`config.mk`:
```
export PLATFORM = sky130hd
export DESIGN_NAME = k10_bus_arbiter
export DESIGN_NICKNAME = d
export VERILOG_FILES = /design/src/rtl/k10_bus_arbiter.sv
export SDC_FILE = /design/constraint.sdc
export NUM_CORES = 1
export LEC_CHECK = 0
export ABC_CLOCK_PERIOD_IN_PS = 1850
export BUFFER_PORTS_ARGS = -buffer_cell sky130_fd_sc_hd__buf_2
export CAP_MARGIN = 20
export CELL_PAD_IN_SITES_DETAIL_PLACEMENT = 1
export CELL_PAD_IN_SITES_GLOBAL_PLACEMENT = 1
export CORE_MARGIN = 5
export CORE_UTILIZATION = 27
export DETAILED_ROUTE_END_ITERATION = 10
export GPL_TIMING_DRIVEN = 0
export PLACE_DENSITY = 0.89
export SLEW_MARGIN = 20
export SYNTH_ARGS = -nofsm -noshare
export SYNTH_HDL_FRONTEND = slang
export SYNTH_SLANG_ARGS = --single-unit
```
`constraint.sdc`:
```
create_clock -name i_clk -period 1.85 [get_ports i_clk]
set_input_delay 0.37 -clock i_clk [delete_from_list [all_inputs] [get_ports i_clk]]
set_output_delay 0.37 -clock i_clk [all_outputs]
set_load 0.02 [all_outputs]
```
`src/rtl/k10_bus_arbiter.sv`:
```
`default_nettype none
// ============================================================================
//  Module   : k10_bus_arbiter
//  Purpose  : Shares the single K10 memory port between instruction fetch (IB)
//             and data (DB) requesters. One transaction in flight, issued from
//             a locked owner. Data has priority, with a starvation guard that
//             bounds how long fetch can be held off.
//  Revision : 1.0 - initial release
// ============================================================================
module k10_bus_arbiter #(
    parameter int ADDR_W       = 32,
    parameter int DATA_W       = 32,
    parameter int STARVE_LIMIT = 4
) (
    input  logic                  i_clk,
    input  logic                  i_rst,
    // instruction fetch requester
    input  logic                  i_ib_req,
    input  logic [ADDR_W-1:0]     i_ib_addr,
    input  logic                  i_ib_kill,
    output logic                  o_ib_gnt,
    output logic                  o_ib_rvalid,
    output logic [DATA_W-1:0]     o_ib_rdata,
    output logic                  o_ib_err,
    // data requester
    input  logic                  i_db_req,
    input  logic                  i_db_we,
    input  logic [DATA_W/8-1:0]   i_db_be,
    input  logic [ADDR_W-1:0]     i_db_addr,
    input  logic [DATA_W-1:0]     i_db_wdata,
    output logic                  o_db_gnt,
    output logic                  o_db_rvalid,
    output logic [DATA_W-1:0]     o_db_rdata,
    output logic                  o_db_err,
    // memory port
    output logic                  o_m_req,
    output logic                  o_m_we,
    output logic [DATA_W/8-1:0]   o_m_be,
    output logic [ADDR_W-1:0]     o_m_addr,
    output logic [DATA_W-1:0]     o_m_wdata,
    input  logic                  i_m_gnt,
    input  logic                  i_m_rvalid,
    input  logic [DATA_W-1:0]     i_m_rdata,
    input  logic                  i_m_err,
    // hazard-unit stalls
    output logic                  o_fetch_busy,
    output logic                  o_mem_busy
);

    localparam int BE_W   = DATA_W / 8;
    localparam int STRK_W = $clog2(STARVE_LIMIT + 1);

    localparam logic [STRK_W-1:0] C_STREAK_MAX = STRK_W'(STARVE_LIMIT);
    localparam logic [STRK_W-1:0] C_STREAK_ONE = STRK_W'(1);
    localparam logic              C_OWN_IB     = 1'b0;
    localparam logic              C_OWN_DB     = 1'b1;

    typedef enum logic [1:0] {
        ST_IDLE  = 2'd0,
        ST_ISSUE = 2'd1,
        ST_WAIT  = 2'd2
    } state_t;

    state_t              r_state_q,  w_state_d;
    logic                r_owner_q,  w_owner_d;
    logic                r_we_q,     w_we_d;
    logic [BE_W-1:0]     r_be_q,     w_be_d;
    logic [ADDR_W-1:0]   r_addr_q,   w_addr_d;
    logic [DATA_W-1:0]   r_wdata_q,  w_wdata_d;
    logic                r_kill_q,   w_kill_d;
    logic [STRK_W-1:0]   r_streak_q, w_streak_d;

    logic w_ib_win;
    logic w_db_win;
    logic w_rsp;

    // IB wins when DB is absent or when DB has starved it for STARVE_LIMIT wins
    assign w_ib_win = i_ib_req && (!i_db_req || (r_streak_q == C_STREAK_MAX));
    assign w_db_win = i_db_req && !w_ib_win;

    // State, owner, latched attributes, kill flag and starvation streak
    always_ff @(posedge i_clk) begin
        if (i_rst) begin
            r_state_q  <= ST_IDLE;
            r_owner_q  <= C_OWN_IB;
            r_we_q     <= 1'b0;
            r_be_q     <= '0;
            r_addr_q   <= '0;
            r_wdata_q  <= '0;
            r_kill_q   <= 1'b0;
            r_streak_q <= '0;
        end else begin
            r_state_q  <= w_state_d;
            r_owner_q  <= w_owner_d;
            r_we_q     <= w_we_d;
            r_be_q     <= w_be_d;
            r_addr_q   <= w_addr_d;
            r_wdata_q  <= w_wdata_d;
            r_kill_q   <= w_kill_d;
            r_streak_q <= w_streak_d;
        end
    end

    // Next-state: arbitrate in IDLE, hold attributes through ISSUE/WAIT
    always_comb begin
        w_state_d  = r_state_q;
        w_owner_d  = r_owner_q;
        w_we_d     = r_we_q;
        w_be_d     = r_be_q;
        w_addr_d   = r_addr_q;
        w_wdata_d  = r_wdata_q;
        w_kill_d   = r_kill_q;
        w_streak_d = r_streak_q;

        case (r_state_q)
            ST_IDLE: begin
                w_kill_d = 1'b0;
                if (!i_ib_req) begin
                    w_streak_d = '0;
                end
                if (w_db_win) begin
                    w_state_d = ST_ISSUE;
                    w_owner_d = C_OWN_DB;
                    w_we_d    = i_db_we;
                    w_be_d    = i_db_be;
                    w_addr_d  = i_db_addr;
                    w_wdata_d = i_db_wdata;
                    if (i_ib_req && (r_streak_q != C_STREAK_MAX)) begin
                        w_streak_d = r_streak_q + C_STREAK_ONE;
                    end
                end else if (w_ib_win) begin
                    w_state_d  = ST_ISSUE;
                    w_owner_d  = C_OWN_IB;
                    w_we_d     = 1'b0;
                    w_be_d     = '1;
                    w_addr_d   = i_ib_addr;
                    w_wdata_d  = '0;
                    w_streak_d = '0;
                end
            end
            ST_ISSUE: begin
                if ((r_owner_q == C_OWN_IB) && i_ib_kill) begin
                    w_kill_d = 1'b1;
                end
                if (i_m_gnt) begin
                    w_state_d = ST_WAIT;
                end
            end
            ST_WAIT: begin
                if ((r_owner_q == C_OWN_IB) && i_ib_kill) begin
                    w_kill_d = 1'b1;
                end
                if (i_m_rvalid) begin
                    w_state_d = ST_IDLE;
                    w_kill_d  = 1'b0;
                end
            end
            default: begin
                w_state_d = ST_IDLE;
            end
        endcase
    end

    // Memory-side request and grant pulses back to the owner
    assign o_m_req   = (r_state_q == ST_ISSUE);
    assign o_m_we    = r_we_q;
    assign o_m_be    = r_be_q;
    assign o_m_addr  = r_addr_q;
    assign o_m_wdata = r_wdata_q;
    assign o_ib_gnt  = o_m_req && i_m_gnt && (r_owner_q == C_OWN_IB);
    assign o_db_gnt  = o_m_req && i_m_gnt && (r_owner_q == C_OWN_DB);

    // Responses count only in WAIT; stale rvalid in IDLE/ISSUE is dropped.
    // A kill arriving with the response suppresses it as well.
    assign w_rsp       = (r_state_q == ST_WAIT) && i_m_rvalid;
    assign o_ib_rvalid = w_rsp && (r_owner_q == C_OWN_IB) && !r_kill_q && !i_ib_kill;
    assign o_db_rvalid = w_rsp && (r_owner_q == C_OWN_DB);
    assign o_ib_rdata  = o_ib_rvalid ? i_m_rdata : '0;
    assign o_db_rdata  = o_db_rvalid ? i_m_rdata : '0;
    assign o_ib_err    = o_ib_rvalid && i_m_err;
    assign o_db_err    = o_db_rvalid && i_m_err;

    assign o_fetch_busy = i_ib_req && !o_ib_rvalid;
    assign o_mem_busy   = i_db_req && !o_db_rvalid;

endmodule
`default_nettype wire

```
==> results.py <==
metrics = {
    "finish": {
        "layout.cells.non_filler": 932,
        "drive_above_1_share": 0.5397,
        "area_growth_pct": 75.23,
        "final_util": 0.4860,
        "design.final.nets": 899,
        "layout.cells.most_common_list": "buf_2 (221), buf_6 (79), dfxtp_1 (74), and2_4 (49), a21oi_1 (38)",
        "layout.cells.most_common": "buf_2",
        "antennaDiodeCount": 0,
    },
    "status": {
        "outcome": "finished with violations",
        "violations": "setup timing",
    },
    "logic_synthesis": {
        "synthesis.yosys.warnings": 0,
        "synth_seq_cells": 76,
        "synth_area_leaders": "dfxtp_1 (41%), and2_1 (11%), a32oi_1 (7.8%)",
        "ys_seq_area_frac": 0.4109,
        "synth_largest_type_area_fraction": 0.4109,
        "yosysTopAreaCell": "dfxtp_1",
        "synth.cell_area_um2": 3702,
        "synthDistinctLibCells": 31,
        "synth_fp_nets": 590,
        "syn_avg_cell_area_um2": 8.376,
        "netlist_instances": 442,
    },
    "worst_hold_path": {
        "min_path_cells": 3,
        "min_path_type": "input port to flop",
    },
    "pwr": {
        "switching_share": 0.3537,
        "pwr-share-clk": 0.298,
        "power_density_nw_per_um2": 831.8,
        "switching_component_of_the_power_w": 0.001909,
        "comb_power_share": 0.331,
        "power_w": 0.005396,
        "peakVddDrop_uv": 367.6,
        "p_int_w": 0.003488,
        "total_leakage_power_nw": 3.103,
        "seq_power_share": 0.371,
    },
    "clock_network": {
        "cts_tree": "built",
        "worst_skew_pair.late_latency_ns": 0.33,
        "worst_setup_hold_path_clk_slew_ns": 0.06,
        "clock_sink_count": 76,
        "cts_root_buf": "clkbuf_16",
        "postCtsHoldBufs": 0,
        "cts_inserted_buffers": 9,
        "htree_num_levels": 3,
        "cts_buffer_depth": 2,
    },
    "global_route": {
        "grt_pass1_vias": 5085,
        "grt_first_pass_wirelength_um": 29060,
        "gr-total-overflow": 0,
        "initial_antenna_violation_count": 0,
        "grt_start_max_net_pins": 14,
        "grtUsageTotal": 0.2253,
    },
    "placement": {
        "dp.final_hpwl_um": 13930,
        "numPlacedInstances": 899,
        "io_buffer_count": 281,
        "gpl_congestion": 0.9521,
    },
    "detailed_routing": {
        "route.detailed.vias_per_inst": 5.083,
        "avgRoutedWirePerCell_um": 20.99,
        "vias": 4737,
        "drt_drc_violations_left": 0,
        "drt-initial-drc-count": 156,
        "routed_wirelength_um": 19560,
        "drt_pre_antenna_iters": 4,
        "drt.antenna.violating_nets": 0,
    },
    "worst_setup_path": {
        "critPathMaxFanout": 5,
        "worstSetupStartpointType": "flop",
        "worstPathRequired_ns": 1.48,
        "crit_cells": 8,
        "worstRegToRegCells": 7,
        "worst_ep_arrival_time_ns": 1.76,
        "worst_path_top_cell_family_by_delay": "buffers and inverters",
        "worst-setup-path-type": "flop to output port",
        "worst-path-buf-inv": 4,
        "crit_path_top_delay_cell": "dfxtp_2",
        "worst_setup_ep_type": "output port",
        "critPathMaxStageDelay_ns": 0.33,
        "crit_chain": "inv_2 -> ha_4 -> nand2_4 -> nor4_4 -> buf_4 -> buf_8 -> and2_4 -> buf_6",
    },
    "timing": {
        "timing.fmax_ghz": 0.4693,
        "clock_skews_ns": 0.005282,
        "setup_violations": 70,
        "finalHoldViolations": 0,
        "grt_setup_unrepaired": "true",
        "slew_headroom": 0.6320,
        "final-max-slew-violation-count": 0,
        "fin_ws_ns": -0.2807,
        "worst_tran_pin_value_ns": 0.5521,
        "final.min_clock_period_ns": 2.131,
        "post-route-period-util": 1.152,
    },
    "floorplanning": {
        "core_area_um2": 13350,
        "io_pins": 283,
        "fp.dieArea_um2": 16150,
        "chipWidth_um": 127.1,
        "num_rows": 42,
        "start_util": 0.2774,
        "die_height_um": 127.1,
    },
    "job": {
        "max_cap_viol_count": 0,
    },
}
==> per-stage QoR <==
stage	worst slack [ns]	setup TNS, ns	area (um^2)	hold WS (ns)
floorplan	0.05371	0	3704	0.4797
global placement	-0.3044	-6.875	5330	0.4613
detailed placement	-0.3582	-10.24	5330	0.4737
CTS	-0.2575	-12.64	6345	0.2816
global route	-0.3369	-18.75	6487	0.2930
finish	-0.2807	-14.68	6487	0.2997
==> cell families after synthesis <==
kind of cell    synth area share
buf+inv                  0.07266
flops                     0.4109
compound gates            0.3018
simple gates              0.1909
fa+ha+maj                0.02366
==> final timing paths <==
kind / start / end / slack, ns
max: r_state_q[0] / o_ib_rdata[2] / -0.28
max reg2reg: r_state_q[0] / r_state_q[0] / 0.07
min: i_db_wdata[16] / o_m_wdata[16] / 0.30
min reg2reg: o_m_wdata[14] / o_m_wdata[14] / 0.49
==> power groups by stage <==
| stage | clock, W | sequential (W) | combinational, W |
|---|---|---|---|
| finish | 0.00161 | 0.00200 | 0.00179 |
| global route | 0.00172 | 0.00203 | 0.00193 |
| CTS | 0.00166 | 0.00200 | 0.00174 |
| detailed placement | 0 | 0.00203 | 0.00165 |
| global placement | 0 | 0.00202 | 0.00162 |
| floorplan | 0 | 0.00227 | 0.000752 |
==> synthesized netlist by cell type <==
| library cell | count |
|---|---|
| nand2_2 | 1 |
| buf_2 | 17 |
| a21oi_1 | 38 |
| o21ai_1 | 38 |
| inv_1 | 7 |
| a32oi_1 | 33 |
| nand3b_1 | 1 |
| o21a_4 | 1 |
| o311a_1 | 1 |
| buf_6 | 4 |
| dfxtp_1 | 76 |
| nand4_1 | 3 |
| o21ai_0 | 28 |
| ha_1 | 7 |
| and3_1 | 3 |
| nor2b_1 | 4 |
| o31ai_1 | 2 |
| nor3b_4 | 1 |
| nand2_1 | 4 |
| nand2b_1 | 1 |
| a31oi_1 | 32 |
| nand3_1 | 1 |
| buf_4 | 3 |
| nor2_1 | 36 |
| o221a_1 | 4 |
| clkbuf_1 | 23 |
| nor4_4 | 1 |
| inv_2 | 1 |
| and2_1 | 67 |
| a211oi_1 | 3 |
| or4b_1 | 1 |
==> timing repair <==
action | CTS | global route
pin swaps | 29 | 7
endpoints found under the setup margin | 104 | 131
buffers inserted | 7 | 4
cloned | 5 | 1
gates resized for setup | 210 | 35
==> worst register-to-register path: cells and delay by family (launching register included) <==
| family | cells | cell delay (ns) |
|---|---|---|
| adders and majority gates | 1 | 0.21 |
| DFF | 1 | 0.34 |
| and+or+nand+nor | 2 | 0.69 |
| AOI/OAI and AO/OA | 1 | 0.14 |
| buffers and inverters | 3 | 0.33 |
==> metal layers <==
metal,up-vias,GRT usage,wire [um]
li1,2220,-,-
met1,2276,0.2462,7489
met2,208,0.4091,9965
met3,33,0.04674,1229
met4,0,0.1174,877
met5,-,0,0
==> area by class of cell <==
| class | instances | area [um^2] |
|---|---|---|
| fill | 1625 | 6860 |
| clock inverter | 7 | 43.79 |
| multi-input combinational | 311 | 2081 |
| timing repair buffer | 298 | 2041 |
| sequential | 76 | 1524 |
| tap | 176 | 220.2 |
| clock buffer | 9 | 225.2 |
| inverter | 8 | 30.03 |
| buffer | 47 | 322.8 |
==> sequential cells by signal, summed over array words and instances, names as in the netlist <==
signal and cells:
o_m_addr 32, r_state_q 2, o_m_wdata 32, r_owner_q 1
o_m_be 4, o_m_we 1, r_kill_q 1, r_streak_q 3
(Power assumes the default switching activity.)
